## config.mk

```make
export PLATFORM = sky130hd
export DESIGN_NAME = proc_control_unit
export DESIGN_NICKNAME = d
export VERILOG_FILES = /design/src/rtl/proc_pkg.sv /design/src/rtl/instr_reg.sv /design/src/rtl/proc_control_unit.sv
export SDC_FILE = /design/constraint.sdc
export NUM_CORES = 1
export LEC_CHECK = 0
export CAP_MARGIN = 20
export CORE_UTILIZATION = 40
export CTS_BUF_LIST = sky130_fd_sc_hd__clkbuf_4 sky130_fd_sc_hd__clkbuf_8
export DETAILED_ROUTE_END_ITERATION = 6
export GPL_TIMING_DRIVEN = 0
export PLACE_DENSITY = 0.94
export SYNTH_ARGS = -nofsm -noshare
export SYNTH_HDL_FRONTEND = slang
export SYNTH_SLANG_ARGS = --single-unit
```

## constraint.sdc

```tcl
create_clock -name clk -period 3.1 [get_ports clk]
set_input_delay 0.775 -clock clk [delete_from_list [all_inputs] [get_ports clk]]
set_output_delay 0.775 -clock clk [all_outputs]
set_load 0.03 [all_outputs]
```

## src/rtl/proc_pkg.sv

```systemverilog
// Shared types and constants for the ProjectB instruction-sequencing controller.
// Opcode and state encodings, ALU selects and instruction field positions.
package proc_pkg;

  localparam int OP_HI = 15;
  localparam int OP_LO = 12;
  localparam int DA_HI = 11;
  localparam int DA_LO = 4;
  localparam int RA_HI = 11;
  localparam int RA_LO = 8;
  localparam int RB_HI = 7;
  localparam int RB_LO = 4;
  localparam int RW_HI = 3;
  localparam int RW_LO = 0;

  localparam logic [2:0] ALU_PASS = 3'b000;
  localparam logic [2:0] ALU_ADD  = 3'b001;
  localparam logic [2:0] ALU_SUB  = 3'b010;

  typedef enum logic [3:0] {
    OP_NOOP  = 4'h0,
    OP_STORE = 4'h1,
    OP_LOAD  = 4'h2,
    OP_ADD   = 4'h3,
    OP_SUB   = 4'h4,
    OP_HALT  = 4'h5
  } opcode_t;

  typedef enum logic [3:0] {
    S_INIT   = 4'd0,
    S_FETCH  = 4'd1,
    S_DECODE = 4'd2,
    S_NOOP   = 4'd3,
    S_LOAD_A = 4'd4,
    S_LOAD_B = 4'd5,
    S_STORE  = 4'd6,
    S_ADD    = 4'd7,
    S_SUB    = 4'd8,
    S_HALT   = 4'd9
  } state_t;

endpackage

```

## src/rtl/instr_reg.sv

```systemverilog
// Instruction register: async clear, loads only when the sequencer fetches,
// so address fields stay stable through every execute state.
module instr_reg #(
  parameter int W = 16
) (
  input  logic         clk,
  input  logic         clear,
  input  logic         ld_i,
  input  logic [W-1:0] d_i,
  output logic [W-1:0] q_o
);

  logic [W-1:0] ir_q;

  // Capture the ROM word on a fetch cycle; clear zeroes it at once.
  always_ff @(posedge clk or posedge clear) begin
    if (clear) begin
      ir_q <= '0;
    end else if (ld_i) begin
      ir_q <= d_i;
    end
  end

  assign q_o = ir_q;

endmodule

```

## src/rtl/proc_control_unit.sv

```systemverilog
// Instruction-sequencing FSM: drives the PC, latches the IR, decodes the
// opcode and issues Moore control strobes to data memory, RF and ALU.
module proc_control_unit
  import proc_pkg::*;
#(
  parameter int IR_W      = 16,
  parameter int D_ADDR_W  = 8,
  parameter int RF_ADDR_W = 4,
  parameter int ALU_SEL_W = 3
) (
  input  logic                 clk,
  input  logic                 clear,
  input  logic [IR_W-1:0]      instr,
  output logic                 pc_up,
  output logic                 pc_clear,
  output logic [IR_W-1:0]      ir,
  output logic [D_ADDR_W-1:0]  d_addr,
  output logic                 d_wr,
  output logic                 rf_s,
  output logic [RF_ADDR_W-1:0] rf_w_addr,
  output logic                 rf_w_en,
  output logic [RF_ADDR_W-1:0] rf_ra_addr,
  output logic                 rf_ra_en,
  output logic [RF_ADDR_W-1:0] rf_rb_addr,
  output logic                 rf_rb_en,
  output logic [ALU_SEL_W-1:0] alu_s,
  output logic [3:0]           state,
  output logic                 halted
);

  state_t          state_q;
  state_t          state_d;
  logic            ir_ld;
  logic [IR_W-1:0] ir_q;
  logic [3:0]      op;

  instr_reg #(
    .W (IR_W)
  ) u_ir (
    .clk   (clk),
    .clear (clear),
    .ld_i  (ir_ld),
    .d_i   (instr),
    .q_o   (ir_q)
  );

  assign op         = ir_q[OP_HI:OP_LO];
  assign ir         = ir_q;
  assign state      = state_q;
  assign d_addr     = ir_q[DA_HI:DA_LO];
  assign rf_w_addr  = ir_q[RW_HI:RW_LO];
  assign rf_rb_addr = ir_q[RB_HI:RB_LO];

  // State register; clear aborts any instruction immediately.
  always_ff @(posedge clk or posedge clear) begin
    if (clear) begin
      state_q <= S_INIT;
    end else begin
      state_q <= state_d;
    end
  end

  // Sequencing: fetch, decode, one or two execute states, back to fetch.
  always_comb begin
    state_d = state_q;
    unique case (state_q)
      S_INIT:   state_d = S_FETCH;
      S_FETCH:  state_d = S_DECODE;
      S_DECODE: begin
        unique case (op)
          OP_STORE: state_d = S_STORE;
          OP_LOAD:  state_d = S_LOAD_A;
          OP_ADD:   state_d = S_ADD;
          OP_SUB:   state_d = S_SUB;
          OP_HALT:  state_d = S_HALT;
          default:  state_d = S_NOOP;
        endcase
      end
      S_NOOP:   state_d = S_FETCH;
      S_LOAD_A: state_d = S_LOAD_B;
      S_LOAD_B: state_d = S_FETCH;
      S_STORE:  state_d = S_FETCH;
      S_ADD:    state_d = S_FETCH;
      S_SUB:    state_d = S_FETCH;
      S_HALT:   state_d = S_HALT;
      default:  state_d = S_INIT;
    endcase
  end

  // Moore strobes; port A reads the store source for STORE, else Ra.
  always_comb begin
    pc_up      = 1'b0;
    pc_clear   = 1'b0;
    ir_ld      = 1'b0;
    d_wr       = 1'b0;
    rf_s       = 1'b0;
    rf_w_en    = 1'b0;
    rf_ra_en   = 1'b0;
    rf_rb_en   = 1'b0;
    alu_s      = ALU_PASS;
    halted     = 1'b0;
    rf_ra_addr = ir_q[RA_HI:RA_LO];
    unique case (state_q)
      S_INIT:   pc_clear = 1'b1;
      S_FETCH: begin
        pc_up = 1'b1;
        ir_ld = 1'b1;
      end
      S_LOAD_A: rf_s = 1'b1;
      S_LOAD_B: begin
        rf_s    = 1'b1;
        rf_w_en = 1'b1;
      end
      S_STORE: begin
        rf_ra_addr = ir_q[RW_HI:RW_LO];
        rf_ra_en   = 1'b1;
        d_wr       = 1'b1;
      end
      S_ADD: begin
        rf_ra_en = 1'b1;
        rf_rb_en = 1'b1;
        alu_s    = ALU_ADD;
        rf_w_en  = 1'b1;
      end
      S_SUB: begin
        rf_ra_en = 1'b1;
        rf_rb_en = 1'b1;
        alu_s    = ALU_SUB;
        rf_w_en  = 1'b1;
      end
      S_HALT:   halted = 1'b1;
      default: ;
    endcase
  end

endmodule

```

== Word-level counts from Yosys, hierarchy flattened ==
Index checks and enable logic that the tools add are counted.
Storage, ports and cells
  register bits after elaboration: 20
  output and inout port bits: 51
Operators by class
  eq/ne operators: 14
  muxes and demuxes: 12
  reduce and logical (&&, ||, !) cells: 6
Operator list (number)
  4-bit case mux with 5 select lines: 2
  4-bit by 3-bit equality test with 1-bit output (second input constant): 6
  4-bit by 2-bit equality test with 1-bit output (second input constant): 4
  4-bit by 1-bit equality test with 1-bit output (second input constant): 2
  4-bit equality test (second input constant): 2
  1-bit two-way mux: 8
  3-bit OR reduction: 2
  6-bit OR reduction: 1
  4-bit logical NOT: 1
  4-bit two-way mux: 1
  2-bit case mux with 2 select lines: 1
  2-bit OR reduction: 2

== Depth between registers and ports, before layout ==
Gate-level depths: netlist (run 1).
  depth after elaboration: 3
  mapped depth: 5

== Cells and area by module ==
Synthesis (run 1) repeated with hierarchy kept, for this count alone.
Second synthesis, totals
  cells, all modules: 100
  area total of the unflattened synthesis: 1218.7 sq um
Modules (own cells, without submodules)
  instr_reg: instances 1, cells each 35, area an instance 653.1 sq um, seq. area each 400.4 sq um
  proc_control_unit: instances 1, cells each 65, area an instance 565.5 sq um, seq. area each 100.1 sq um

== Worst setup path before layout (run 1) ==
Ideal clock, no wire load.
  kind: register to output
  from: register state_q[3] (netlist: state[3])
  to: output port rf_ra_en
  arrival time: 2.467 ns
  path slack: -0.142 ns
  stages on the path, launching flop included: 5
  path through: dfrtp_1 buf_6 nor4b_1 a31o_2 or2_2
On the way
  cells in the longest elaborated chain, start to end: 3
  elaborated cells between the ends (all ways): 5
Ends and longest elaborated chain
  from (decl): line proc_control_unit.sv:31  | state_t state_q;
  from (signal assigned): line proc_control_unit.sv:59  | state_q <= state_d;
  4-bit equality test or 4-bit by 3-bit equality test with 1-bit output (tied branches): line proc_control_unit.sv:103  | unique case (state_q)
  3-bit OR reduction (no source line) (*)
  1-bit two-way mux (*): line proc_control_unit.sv:103
  to (decl): line proc_control_unit.sv:23  | output logic rf_ra_en,
Every way passes the cells marked *; elsewhere a longest branch is shown, timed or not.

== Worst setup path in the final report (run 1) ==
  from: register state_q[3] (netlist: state[3])
  to: output port rf_ra_addr[2]
On the way
  cells in the longest elaborated chain, start to end: 2
Ends and longest elaborated chain
  4-bit by 3-bit equality test with 1-bit output: line proc_control_unit.sv:103
  4-bit two-way mux: line proc_control_unit.sv:103
  to (decl): line proc_control_unit.sv:22  | output logic [RF_ADDR_W-1:0] rf_ra_addr,
No other way between the ends.

==> impl_metrics.json, run 1 <==
{
  "clock_sinks": 20,
  "syn-mean-instance-area_um2": 12.19,
  "die_w_um": 56.08,
  "grt_antenna_before_repair": 0,
  "routed_wl_um": 2639,
  "worstSetupEndpointType": "output port",
  "drt_first_pass_iters": 4,
  "yosysTopAreaCellShare_pct": 42.78,
  "yosys_warnings": 0,
  "report.final.slew_viol_count": 0,
  "worstPathArrival_ps": 2110,
  "cts_buffer_depth": 2,
  "clk_latency_ps": 290,
  "dp_hpwl_um": 2135,
  "fp.dieH_um": 56.08,
  "pwr_density_cell_mw_per_mm2": 1328,
  "synth_top_cell_by_area": "dfrtp_1",
  "synth.area.top_cells": "dfrtp_1, mux2_2, buf_4, mux2_4, nor4b_4",
  "dieArea_mm2": 0.003145,
  "pre_cts_slack_ps": 257.4,
  "yosysSeqAreaShare_pct": 42.78,
  "crit_path_max_incr_delay_ps": 400,
  "crit_path_top_delay_cell": "dfrtp_1",
  "hold_class": "flip-flop to flip-flop",
  "critPathLaunchType": "flip-flop",
  "avgRoutedWirePerCell_um": 13.33,
  "io_pins": 69,
  "tritoncts": "yes",
  "cts.root.buffer_cell": "clkbuf_4",
  "synthArstFlopShare_pct": 100.0,
  "worstMarginPinSlew_ps": 752.1,
  "remaining_drc_errors": 0,
  "rsz0062_at_grt": "false",
  "syn_nets": 114,
  "cts-hold-fix-buffers": 0,
  "area_growth_pct": 63.53,
  "gp_congestion": 0.7768,
  "synth-edff-count": 0,
  "overflow": 0,
  "relSlewSlack_pct": 49.81,
  "clock_skew_ps": 7.574,
  "timing.final.ws_setup_ps": 218.1,
  "synth_cell_types": 34,
  "grt_pass1_wl_um": 4174,
  "report.final.hold_viol_count": 0,
  "cp_max_fo": 10,
  "leakage_nw": 0.8571,
  "port_buffers": 67,
  "drive_gt1_share_pct": 29.34,
  "setup_tns_ps": 0,
  "floorplan.core_area_mm2": 0.002758,
  "via_per_inst": 4.929,
  "ant_nets": 0,
  "drt_iter0_markers": 27,
  "cts_buffers": 3,
  "peakVddDrop_uv": 992.1,
  "start_util_pct": 42.42,
  "h-tree-depth": 1,
  "synth_most_common_cell": "dfrtp_1",
  "grt_max_degree": 21,
  "drv_cap": 0,
  "fin_crit_sh_pct": 92.96,
  "clkTransAtPathRegs_ps": 110,
  "crit_type": "flip-flop to output port",
  "ys.flop_type": "dfrtp_1",
  "grt_pass1_vias": 915,
  "vias": 976,
  "syn_inst": 96,
  "cp_data_required_time_ps": 2320,
  "yosys_register_bits": 20,
  "max_freq_mhz": 347.0,
  "status": "finished, final reports clean",
  "num_rows": 19,
  "netlist_area_mm2": 0.001170,
  "min_period_ps": 2882,
  "grt_usage_pct": 16.80,
  "nets": 187,
  "diodes": 0,
  "finalSetupViolCount": 0,
  "crit_chain": "buf_6 > and2b_1 > and3b_1 > buf_2 > mux2_2 > dlygate4sd2_1",
  "ys_top_cells_by_count": "dfrtp_1, buf_4, mux2_2, mux2_4, nor2_1"
}
[state kept, by name (all words and copies together) (netlist names)]
signal,flops
u_ir.q_o,16
state,4
[kinds of logic (layout without fill, tap and decap cells)]
kind of cell | after synthesis | count (layout) | synth area share, %
DFF | 20 | 20 | 42.78
AOI/OAI and AO/OA | 10 | 10 | 5.883
xor gates and xnor gates | 1 | 1 | 0.7488
muxes | 21 | 21 | 22.67
and+or+nand+nor | 19 | 19 | 12.09
buffers and inverters | 24 | 95 | 15.51
other | 1 | 1 | 0.3205
[layout by cell type (no fill, tap or decap), types with 2 or more instances in the layout]
master,netlist,routed
dlygate4sd2_1,0,4
clkdlybuf4s50_1,0,62
clkbuf_4,0,3
nor2_1,4,4
buf_4,17,18
buf_6,2,2
dfrtp_1,20,20
mux2_4,8,8
clkbuf_1,2,2
nand2b_1,2,2
o21ai_0,3,3
mux2_2,12,12
and3b_1,2,2
[critical path: cells and delay by family, from the launching register on]
| kind | cells | cell delay (ps) |
|---|---|---|
| buffers and inverters | 3 | 670 |
| DFF | 1 | 400 |
| and+or+nand+nor | 2 | 390 |
| muxes | 1 | 350 |
[metrics by stage]
stage	hold slack [ps]	power, mW	utilization, %	instance area, um^2	std cells
2_1_floorplan	738.8	1.765	-	1176	96
3_3_place_gp	534.1	2.407	68.38	1886	194
3_5_place_dp	548.5	2.454	68.38	1886	194
4_1_cts	572.7	2.569	69.28	1911	198
5_1_grt	603.6	2.673	69.37	1913	198
6_report	567.6	2.541	69.37	1913	198
[cell type report]
cell class,count,area (um^2)
multi-input cells,52,494.2
plain buffers,23,177.7
flip-flops and latches,20,500.5
clock buffers,3,22.52
well taps,31,38.79
fillers,213,844.6
repair buffers,68,675.6
inverters,1,3.754
[power breakdown]
group	total, mW	internal [mW]	switching, mW
Sequential	0.546	0.391	0.155
Combinational	1.88	0.937	0.940
Clock	0.118	0.0451	0.0733
Total	2.54	1.37	1.17
[metal layers]
layer | wire, um | track usage, % | share of wire (%) | vias to the layer above
met4 | 8 | 4.530 | 0.30 | 0
met1 | 1045 | 18.98 | 40 | 470
met2 | 1423 | 31.46 | 54 | 40
met3 | 162 | 3.721 | 6.1 | 2
met5 | 0 | 0 | 0 | -
li1 | - | - | - | 464
[timing repair]
action,4_1_cts,5_1_grt
setup endpoints to repair,5,1
resized for setup,4,1
setup buffers,1,0
pin swaps,1,0
cloned,0,0
[final timing paths]
| check | cells after the start | slack [ps] | from | end |
|---|---|---|---|---|
| worst max-delay path | 6 | 220 | state[3]$_DFF_PP0_ | rf_ra_addr[2] |
| worst max register to register | 4 | 1510 | state[2]$_DFF_PP0_ | u_ir.q_o[3]$_DFFE_PP0P_ |
| min in group asynchronous | 2 | 910 | clear | u_ir.q_o[7]$_DFFE_PP0P_ |
| max in group asynchronous | 2 | 1710 | clear | u_ir.q_o[2]$_DFFE_PP0P_ |
| worst min-delay path | 1 | 570 | u_ir.q_o[11]$_DFFE_PP0P_ | u_ir.q_o[11]$_DFFE_PP0P_ |
| worst min register to register | 1 | 570 | u_ir.q_o[11]$_DFFE_PP0P_ | u_ir.q_o[11]$_DFFE_PP0P_ |
Power figures use the tool's default switching activity.
==> inputs of run 2 (changes only) <==
--- a/config.mk
+++ b/config.mk
@@ -11,6 +11,8 @@
 export DETAILED_ROUTE_END_ITERATION = 6
 export GPL_TIMING_DRIVEN = 0
 export PLACE_DENSITY = 0.94
+export SETUP_SLACK_MARGIN = 0.02
+export SLEW_MARGIN = 10
 export SYNTH_ARGS = -nofsm -noshare
 export SYNTH_HDL_FRONTEND = slang
 export SYNTH_SLANG_ARGS = --single-unit
==> results of run 2 <==
No change in the layout: final DEF, timing and power equal those of run 1.
